--- src/rtl/scariv_bru_pkg.sv ---
// Shared BRU definitions: branch-update queue entry layout and the commit-id age ordering.
package scariv_bru_pkg;

  localparam int unsigned CMT_ID_W = 6;
  localparam int unsigned GRP_W    = 4;
  localparam int unsigned VADDR_W  = 39;
  localparam int unsigned BHR_W    = 16;

  typedef struct packed {
    logic                valid;
    logic [CMT_ID_W-1:0] cmt_id;
    logic [GRP_W-1:0]    grp_id;
    logic [VADDR_W-1:0]  pc;
    logic [VADDR_W-1:0]  target;
    logic                taken;
    logic                is_cond;
    logic                mispred;
    logic [BHR_W-1:0]    bhr;
  } br_upd_entry_t;

  // MSB of cmt_id is the ROB wrap bit; inside one group the lower slot is older.
  function automatic logic is_older(input logic [CMT_ID_W-1:0] cmt_a,
                                    input logic [GRP_W-1:0]    grp_a,
                                    input logic [CMT_ID_W-1:0] cmt_b,
                                    input logic [GRP_W-1:0]    grp_b);
    logic                wrap_eq;
    logic [CMT_ID_W-2:0] idx_a;
    logic [CMT_ID_W-2:0] idx_b;
    wrap_eq = (cmt_a[CMT_ID_W-1] == cmt_b[CMT_ID_W-1]);
    idx_a   = cmt_a[CMT_ID_W-2:0];
    idx_b   = cmt_b[CMT_ID_W-2:0];
    if (cmt_a == cmt_b) begin
      return grp_a < grp_b;
    end
    return wrap_eq ? (idx_a < idx_b) : (idx_a > idx_b);
  endfunction

endpackage

--- src/rtl/scariv_br_upd_age_cmp.sv ---
// Combinational age comparator: a_older_o is set when (cmt_a, grp_a) is older than (cmt_b, grp_b).
module scariv_br_upd_age_cmp
  import scariv_bru_pkg::*;
(
  input  logic [CMT_ID_W-1:0] cmt_a_i,
  input  logic [GRP_W-1:0]    grp_a_i,
  input  logic [CMT_ID_W-1:0] cmt_b_i,
  input  logic [GRP_W-1:0]    grp_b_i,
  output logic                a_older_o
);

  assign a_older_o = is_older(cmt_a_i, grp_a_i, cmt_b_i, grp_b_i);

endmodule

--- src/rtl/scariv_br_upd_queue.sv ---
// Branch-update queue: buffers BRU ex3 resolutions and replays them in order to the predictor,
// dropping entries squashed by younger-path flushes.
module scariv_br_upd_queue
  import scariv_bru_pkg::*;
#(
  parameter int unsigned DEPTH = 8
) (
  input  logic                     i_clk,
  input  logic                     i_reset_n,

  input  logic                     i_upd_valid,
  input  logic [CMT_ID_W-1:0]      i_upd_cmt_id,
  input  logic [GRP_W-1:0]         i_upd_grp_id,
  input  logic [VADDR_W-1:0]       i_upd_pc_vaddr,
  input  logic [VADDR_W-1:0]       i_upd_target_vaddr,
  input  logic                     i_upd_taken,
  input  logic                     i_upd_is_cond,
  input  logic                     i_upd_mispred,
  input  logic [BHR_W-1:0]         i_upd_bhr,

  input  logic                     i_flush_valid,
  input  logic                     i_flush_all,
  input  logic [CMT_ID_W-1:0]      i_flush_cmt_id,
  input  logic [GRP_W-1:0]         i_flush_grp_id,

  output logic                     o_pu_valid,
  input  logic                     i_pu_ready,
  output logic [VADDR_W-1:0]       o_pu_pc_vaddr,
  output logic [VADDR_W-1:0]       o_pu_target_vaddr,
  output logic                     o_pu_taken,
  output logic                     o_pu_is_cond,
  output logic                     o_pu_mispred,
  output logic [BHR_W-1:0]         o_pu_bhr,

  output logic [$clog2(DEPTH):0]   o_count,
  output logic                     o_overflow
);

  localparam int unsigned AW = $clog2(DEPTH);

  br_upd_entry_t entries_q [DEPTH];
  logic [AW:0]   head_q, head_d;
  logic [AW:0]   tail_q, tail_d;
  logic          overflow_q;

  logic          full;
  logic          empty;
  br_upd_entry_t head_ent;
  logic          pop;
  logic          skip;
  logic          flush_all;
  logic          flush_part;
  logic          upd_younger;
  logic          push;
  logic [DEPTH-1:0] ent_younger;

  assign full  = (head_q[AW] != tail_q[AW]) && (head_q[AW-1:0] == tail_q[AW-1:0]);
  assign empty = (head_q == tail_q);

  assign head_ent = entries_q[head_q[AW-1:0]];
  assign pop      = o_pu_valid && i_pu_ready;
  assign skip     = !empty && !head_ent.valid;

  assign flush_all  = i_flush_valid && i_flush_all;
  assign flush_part = i_flush_valid && !i_flush_all;

  scariv_br_upd_age_cmp u_upd_age (
    .cmt_a_i   (i_flush_cmt_id),
    .grp_a_i   (i_flush_grp_id),
    .cmt_b_i   (i_upd_cmt_id),
    .grp_b_i   (i_upd_grp_id),
    .a_older_o (upd_younger)
  );

  for (genvar i = 0; i < DEPTH; i++) begin : g_age
    scariv_br_upd_age_cmp u_ent_age (
      .cmt_a_i   (i_flush_cmt_id),
      .grp_a_i   (i_flush_grp_id),
      .cmt_b_i   (entries_q[i].cmt_id),
      .grp_b_i   (entries_q[i].grp_id),
      .a_older_o (ent_younger[i])
    );
  end

  // A full queue stays full for this cycle even if the head pops.
  assign push = i_upd_valid && !full && !flush_all && !(flush_part && upd_younger);

  always_comb begin
    head_d = head_q;
    if (pop || skip) begin
      head_d = head_q + {{AW{1'b0}}, 1'b1};
    end
    tail_d = tail_q;
    if (flush_all) begin
      // Track head_d so a pop completing alongside the flush leaves the queue empty.
      tail_d = head_d;
    end else if (push) begin
      tail_d = tail_q + {{AW{1'b0}}, 1'b1};
    end
  end

  always_ff @(posedge i_clk) begin
    if (!i_reset_n) begin
      head_q     <= '0;
      tail_q     <= '0;
      overflow_q <= 1'b0;
      for (int i = 0; i < DEPTH; i++) begin
        entries_q[i] <= '0;
      end
    end else begin
      head_q <= head_d;
      tail_q <= tail_d;
      if (i_upd_valid && full) begin
        overflow_q <= 1'b1;
      end
      for (int i = 0; i < DEPTH; i++) begin
        if (flush_all || (flush_part && ent_younger[i])) begin
          entries_q[i].valid <= 1'b0;
        end
      end
      if (push) begin
        entries_q[tail_q[AW-1:0]] <= '{valid:   1'b1,
                                       cmt_id:  i_upd_cmt_id,
                                       grp_id:  i_upd_grp_id,
                                       pc:      i_upd_pc_vaddr,
                                       target:  i_upd_target_vaddr,
                                       taken:   i_upd_taken,
                                       is_cond: i_upd_is_cond,
                                       mispred: i_upd_mispred,
                                       bhr:     i_upd_bhr};
      end
    end
  end

  assign o_pu_valid        = head_ent.valid && !empty;
  assign o_pu_pc_vaddr     = head_ent.pc;
  assign o_pu_target_vaddr = head_ent.target;
  assign o_pu_taken        = head_ent.taken;
  assign o_pu_is_cond      = head_ent.is_cond;
  assign o_pu_mispred      = head_ent.mispred;
  assign o_pu_bhr          = head_ent.bhr;

  assign o_count    = tail_q - head_q;
  assign o_overflow = overflow_q;

endmodule

--- config.mk ---
export PLATFORM = sky130hd
export DESIGN_NAME = scariv_br_upd_queue
export DESIGN_NICKNAME = d
export VERILOG_FILES = /design/src/rtl/scariv_bru_pkg.sv /design/src/rtl/scariv_br_upd_age_cmp.sv /design/src/rtl/scariv_br_upd_queue.sv
export SDC_FILE = /design/constraint.sdc
export NUM_CORES = 2
export LEC_CHECK = 0
export ABC_AREA = 1
export BUFFER_PORTS_ARGS = -buffer_cell sky130_fd_sc_hd__buf_2
export CORE_ASPECT_RATIO = 0.75
export CORE_MARGIN = 2
export CORE_UTILIZATION = 61
export DETAILED_ROUTE_END_ITERATION = 12
export HOLD_SLACK_MARGIN = 0.05
export PLACE_DENSITY = 0.8
export SYNTH_ARGS = -nofsm -noshare
export SYNTH_HDL_FRONTEND = slang
export SYNTH_SLANG_ARGS = --single-unit
--- constraint.sdc ---
create_clock -name i_clk -period 6.3 [get_ports i_clk]
set_input_delay 0.63 -clock i_clk [delete_from_list [all_inputs] [get_ports i_clk]]
set_output_delay 0.63 -clock i_clk [all_outputs]
set_load 0.01 [all_outputs]
* Word level (Yosys, flattened, before mapping)
Memory sizes are Yosys's and may differ from the RTL's. A register that Yosys moved wholly into a read port is not among the register bits.
Index checks and enable logic that the tools add are counted.
W data, S select, Z words.
** Storage, ports and cells
- Register bits after elaboration :: 9
- Bits in latches :: 0
- RAM bits :: 864
- Bits in read-only memories :: 0
- Input port bits :: 123
- Memories :: 1
** Operators by class
- $add $sub $neg :: 3
- $mul :: 0
- Div/mod/pow operators :: 0
- Order comparisons :: 27
- Equality and inequality tests :: 21
- Shift-type cells :: 0
- Mux-type cells :: 76
- Bitwise operators :: 8
- Reductions and logical operators :: 35
** Memory list
- entries_q :: words 8, width 108, read ports 9, clocked after Yosys merged registers in 1, wr ports 9, line scariv_br_upd_queue.sv:41 : br_upd_entry_t entries_q [DEPTH];
** Operators by type and width (number)
- $mux W1 :: 72
- $eq A6 B6 Y1 :: 9
- $gt A5 B5 Y1 :: 9
- $lt A5 B5 Y1 :: 9
- $lt A4 B4 Y1 :: 9
- $logic_and A1 B1 Y1 :: 19
- $mux W4 :: 3
- $eq A1 B1 Y1 :: 9
- $logic_or A1 B1 Y1 :: 9
- $add A4 B1 Y4 const B :: 2
- $or A1 B1 Y1 :: 8
- $logic_not A1 Y1 :: 6
- $eq A4 B4 Y1 :: 1
- $sub A4 B4 Y4 :: 1
- $eq A3 B3 Y1 :: 1
- $mux W3 :: 1
- $reduce_bool A2 Y1 :: 1
- $ne A1 B1 Y1 :: 1

* Logic depth before layout (Yosys ltp)
An unclocked memory read counts as a cell.
- Depth in word-level cells :: 10
- Mapped depth :: 17

* Hierarchy
Synthesis repeated with hierarchy kept, for this count alone.
** Unflattened totals
- Cell total of the unflattened synthesis :: 3896
- Area total of the unflattened synthesis :: 39659.3 µm²
** Modules (own cells, without submodules)
- scariv_br_upd_queue :: instances 1, cells each 3482, area an instance 37283.3 µm², seq. area each 26045.0 µm²
- scariv_br_upd_age_cmp :: instances 9, cells each 46, area an instance 264.0 µm², seq. area each 0.0 µm²

* Least setup slack after synthesis
No wires, ideal clock.
- Path kind :: register -> register
- Start :: register head_q[1]
- End :: memory entries_q[1][0] in the netlist's numbering (enable)
- Setup time :: 0.470 ns
- Arrival :: 4.777 ns
- Slack :: 1.054 ns
- Cell stages (with the launch flop) :: 17
- Cell sequence :: dfxtp_1 > inv_1 > clkbuf_1 > buf_1 > ha_1 > inv_1 > nor3_1 > nand2_1 > inv_1 > nor2_1 > nand2_4 > nor2_8 > nand3_1 > buf_2 > buf_6 > buf_6 > nand2_1
** RTL lines
- from (decl) :: line scariv_br_upd_queue.sv:42 : logic [AW:0] head_q, head_d;
- from (signal assigned) :: line scariv_br_upd_queue.sv:104 : head_q <= '0;
- from (signal assigned) :: line scariv_br_upd_queue.sv:111 : head_q <= head_d;
- to (decl) :: line scariv_br_upd_queue.sv:41

==> flow_metrics.tcl <==
set metrics [dict create \
    layout.nets 4113 \
    wl_per_cell_microns 21.1 \
    drt_iter0_markers 3818 \
    synth-seq-area-share_pct 66.3 \
    synth_cells 3810 \
    clock_latency_ns 0.64 \
    crit_type "flop to output port" \
    fp.dieW_microns 297 \
    hold_path_startpoint "i_upd_valid" \
    r2r_slack_ns 1.81 \
    combPwrFrac_pct 26.0 \
    crit_path_end_kind "output port" \
    grt_pass1_vias 27900 \
    ir_drop_mv 0.354 \
    cts_tree "built" \
    reg2reg_from "head_q[1]" \
    maxSlewViolCount 0 \
    die-area_sq_um 66500 \
    drc 0 \
    final_core_util_pct 68.4 \
    clkTransAtPathRegs_ns 0.06 \
    reg2reg_depth 12 \
    dpl_cell_area_sq_um 41000 \
    dr_total_vias 28700 \
    worst_pin_slew_ns 1.39 \
    via_per_inst 5.94 \
    yosys_warnings 0 \
    num-fill-cells 4679 \
    rows 80 \
    antenna_found_initial 0 \
    fin_setup_tns_ns 0 \
    area_growth_pct 10.9 \
    max-clock-path-buffers 3 \
    drive_gt1_share_pct 10.3 \
    clkPwrFrac_pct 30.7 \
    dp_hpwl_mm 53.6 \
    final_antenna_net_count 0 \
    crit_fanout 219 \
    worstHoldEndpoint "o_overflow" \
    clkSinkCount 873 \
    hold_violations 0 \
    status "completed" \
    io-pin-count 226 \
    postLayoutCellArea_sq_um 43600 \
    gr-total-overflow 0 \
    cts_resized 0 \
    synth_top_area_cell "edfxtp_1" \
    synth_area_per_cell_sq_um 10.3 \
    netlist_top_cells_area "edfxtp_1, nor2_1, o21ai_0, ha_1, inv_1" \
    grt_max_degree 220 \
    hold_path_class "primary input to flop" \
    power.switching_w 0.00509 \
    hold_slack_ns 0.296 \
    cp.required_ns 5.67 \
    yosys.area.top_type_share_pct 65.4 \
    postCtsHoldBufs 0 \
    port_buffers 225 \
    critPathArrivalTime_ns 4.07 \
    place.gp.congestion 0.852 \
    finalCriticalPeriod_ns 4.70 \
    hold_depth 3 \
    ctsHtreeMaxLevel 3 \
    fmax_ghz 0.213 \
    root_buffer "clkbuf_16" \
    grt_pass1_wl_mm 157 \
    numCtsBuffers 82 \
    postCtsSetupRepairBufs 0 \
    finalClockSkew_ns 0.0201 \
    p_int_w 0.0107 \
    synth.distinct_cells 38 \
    maxCapViolCount 0 \
    finalSetupViolations 0 \
    fin_crit_sh_pct 74.6 \
    core_sq_um 63700 \
    grtUsageTotal_pct 30.6 \
    syn_area_sq_um 39300 \
    ys_ff_latch 873 \
    seq_power_share_pct 43.3 \
    p_sw_share_pct 32.2 \
    worstSetupStartpointType "flop" \
    die_h_microns 224 \
    dr.pass1.iters 6 \
    syn_nets 4011 \
    pwr_density_cell_nw_per_um2 364 \
    power_leakage_nw 17.6 \
    slew_headroom_pct 7.35 \
    start_util_pct 61.7 \
    rsz0062_at_grt "no" \
    drt-total-wl_mm 102 \
    r2r-end "entries_q[1][82]" \
    antenna_cells 0 \
]
## cell usage in the layout, fill, tap and decap left out, drive strengths merged, types with 35 or more instances in the layout
master	n
nor2	1566
buf	266
ha	77
nand2	109
o21ai	404
o22ai	97
edfxtp	856
clkinv	39
a21oi	46
clkbuf	108
inv	201
nand3	35
a31oi	97
## kinds of logic after synthesis
group,share of synthesized area [%]
AND/OR/NAND/NOR,16.8
flip-flops,66.3
AO/OA/AOI/OAI,9.15
buffers and inverters,4.85
adder cells (fa/ha/maj),2.50
XOR/XNOR,0.357
## layout make-up
class,instances,area (sq um),area share (%)
multi-input cells,2481,11500,26.4
inverters,208,798,1.83
clock buffers,108,2210,5.08
clock inverters,39,357,0.819
repair buffers,266,1570,3.61
well taps,861,1080,2.47
flip-flops and latches,873,26100,59.8
## sequential cells by signal (all words and copies together) (netlist names)
signal	cells
entries_q	864
head_q	4
o_overflow	1
tail_q	4
## Yosys cell counts, drive strengths merged
master and number:
o22ai 97, clkinv 9, nor3 2, nand2 109, o21bai 1, clkbuf 121
o21a 3, nand4 9, nor2 1566, o211ai 6, or2 2, a21boi 2
edfxtp 856, a31oi 97, nand3 35, inv 199, o31ai 1, xor2 6
o221ai 2, nand3b 1, xnor2 10, dfxtp 17, fa 1, ha 77
a21o 2, buf 127, or3b 1, o21ai 404, a21oi 46, and3 1
## worst max path at each step
stage               from           endpoint  slack [ns]  cells past startpoint
3_5_place_dp   head_q[1]   entries_q[7][33]        1.85                     12
5_1_grt        head_q[1]   entries_q[7][17]        1.60                     12
3_3_place_gp   head_q[1]   entries_q[1][64]        1.88                     12
6_report       head_q[0]  o_pu_pc_vaddr[15]        1.60                      7
2_1_floorplan  head_q[1]    entries_q[1][0]        1.05                     16
4_1_cts        head_q[1]   entries_q[1][64]        1.83                     12
## routing by layer
layer,vias up,track usage (%),part of all wire (%)
met5,-,0,0
met3,181,4.94,11
met4,0,9.34,2.4
met2,1740,49.8,47
met1,13700,42.9,39
li1,13200,-,-
## power groups by stage
stage	registers [W]	clock network (W)	logic (W)
2_1_floorplan	0.00694	0	0.00265
3_3_place_gp	0.00696	0	0.00399
4_1_cts	0.00685	0.00487	0.00409
3_5_place_dp	0.00697	0	0.00405
5_1_grt	0.00688	0.00510	0.00450
6_report	0.00685	0.00486	0.00412
## worst max-delay path, stage by stage, from the launching register on
cell     delay, ns
dfxtp_4       0.41
buf_12        0.43
buf_4         0.90
o21ai_0       0.22
o22ai_1       0.26
nor2_1        0.12
a31oi_1       0.34
buf_2         0.20
## metrics by stage
stage                     std cells  setup WS, ns  power [W]
after CTS                      4836          1.83     0.0158
final                          4836          1.60     0.0158
after global routing           4836          1.60     0.0165
after floorplan                3810          1.05    0.00959
after detailed placement       4689          1.85     0.0110
after global placement         4689          1.88     0.0109
No activity file was read; power rests on OpenSTA's default activity.
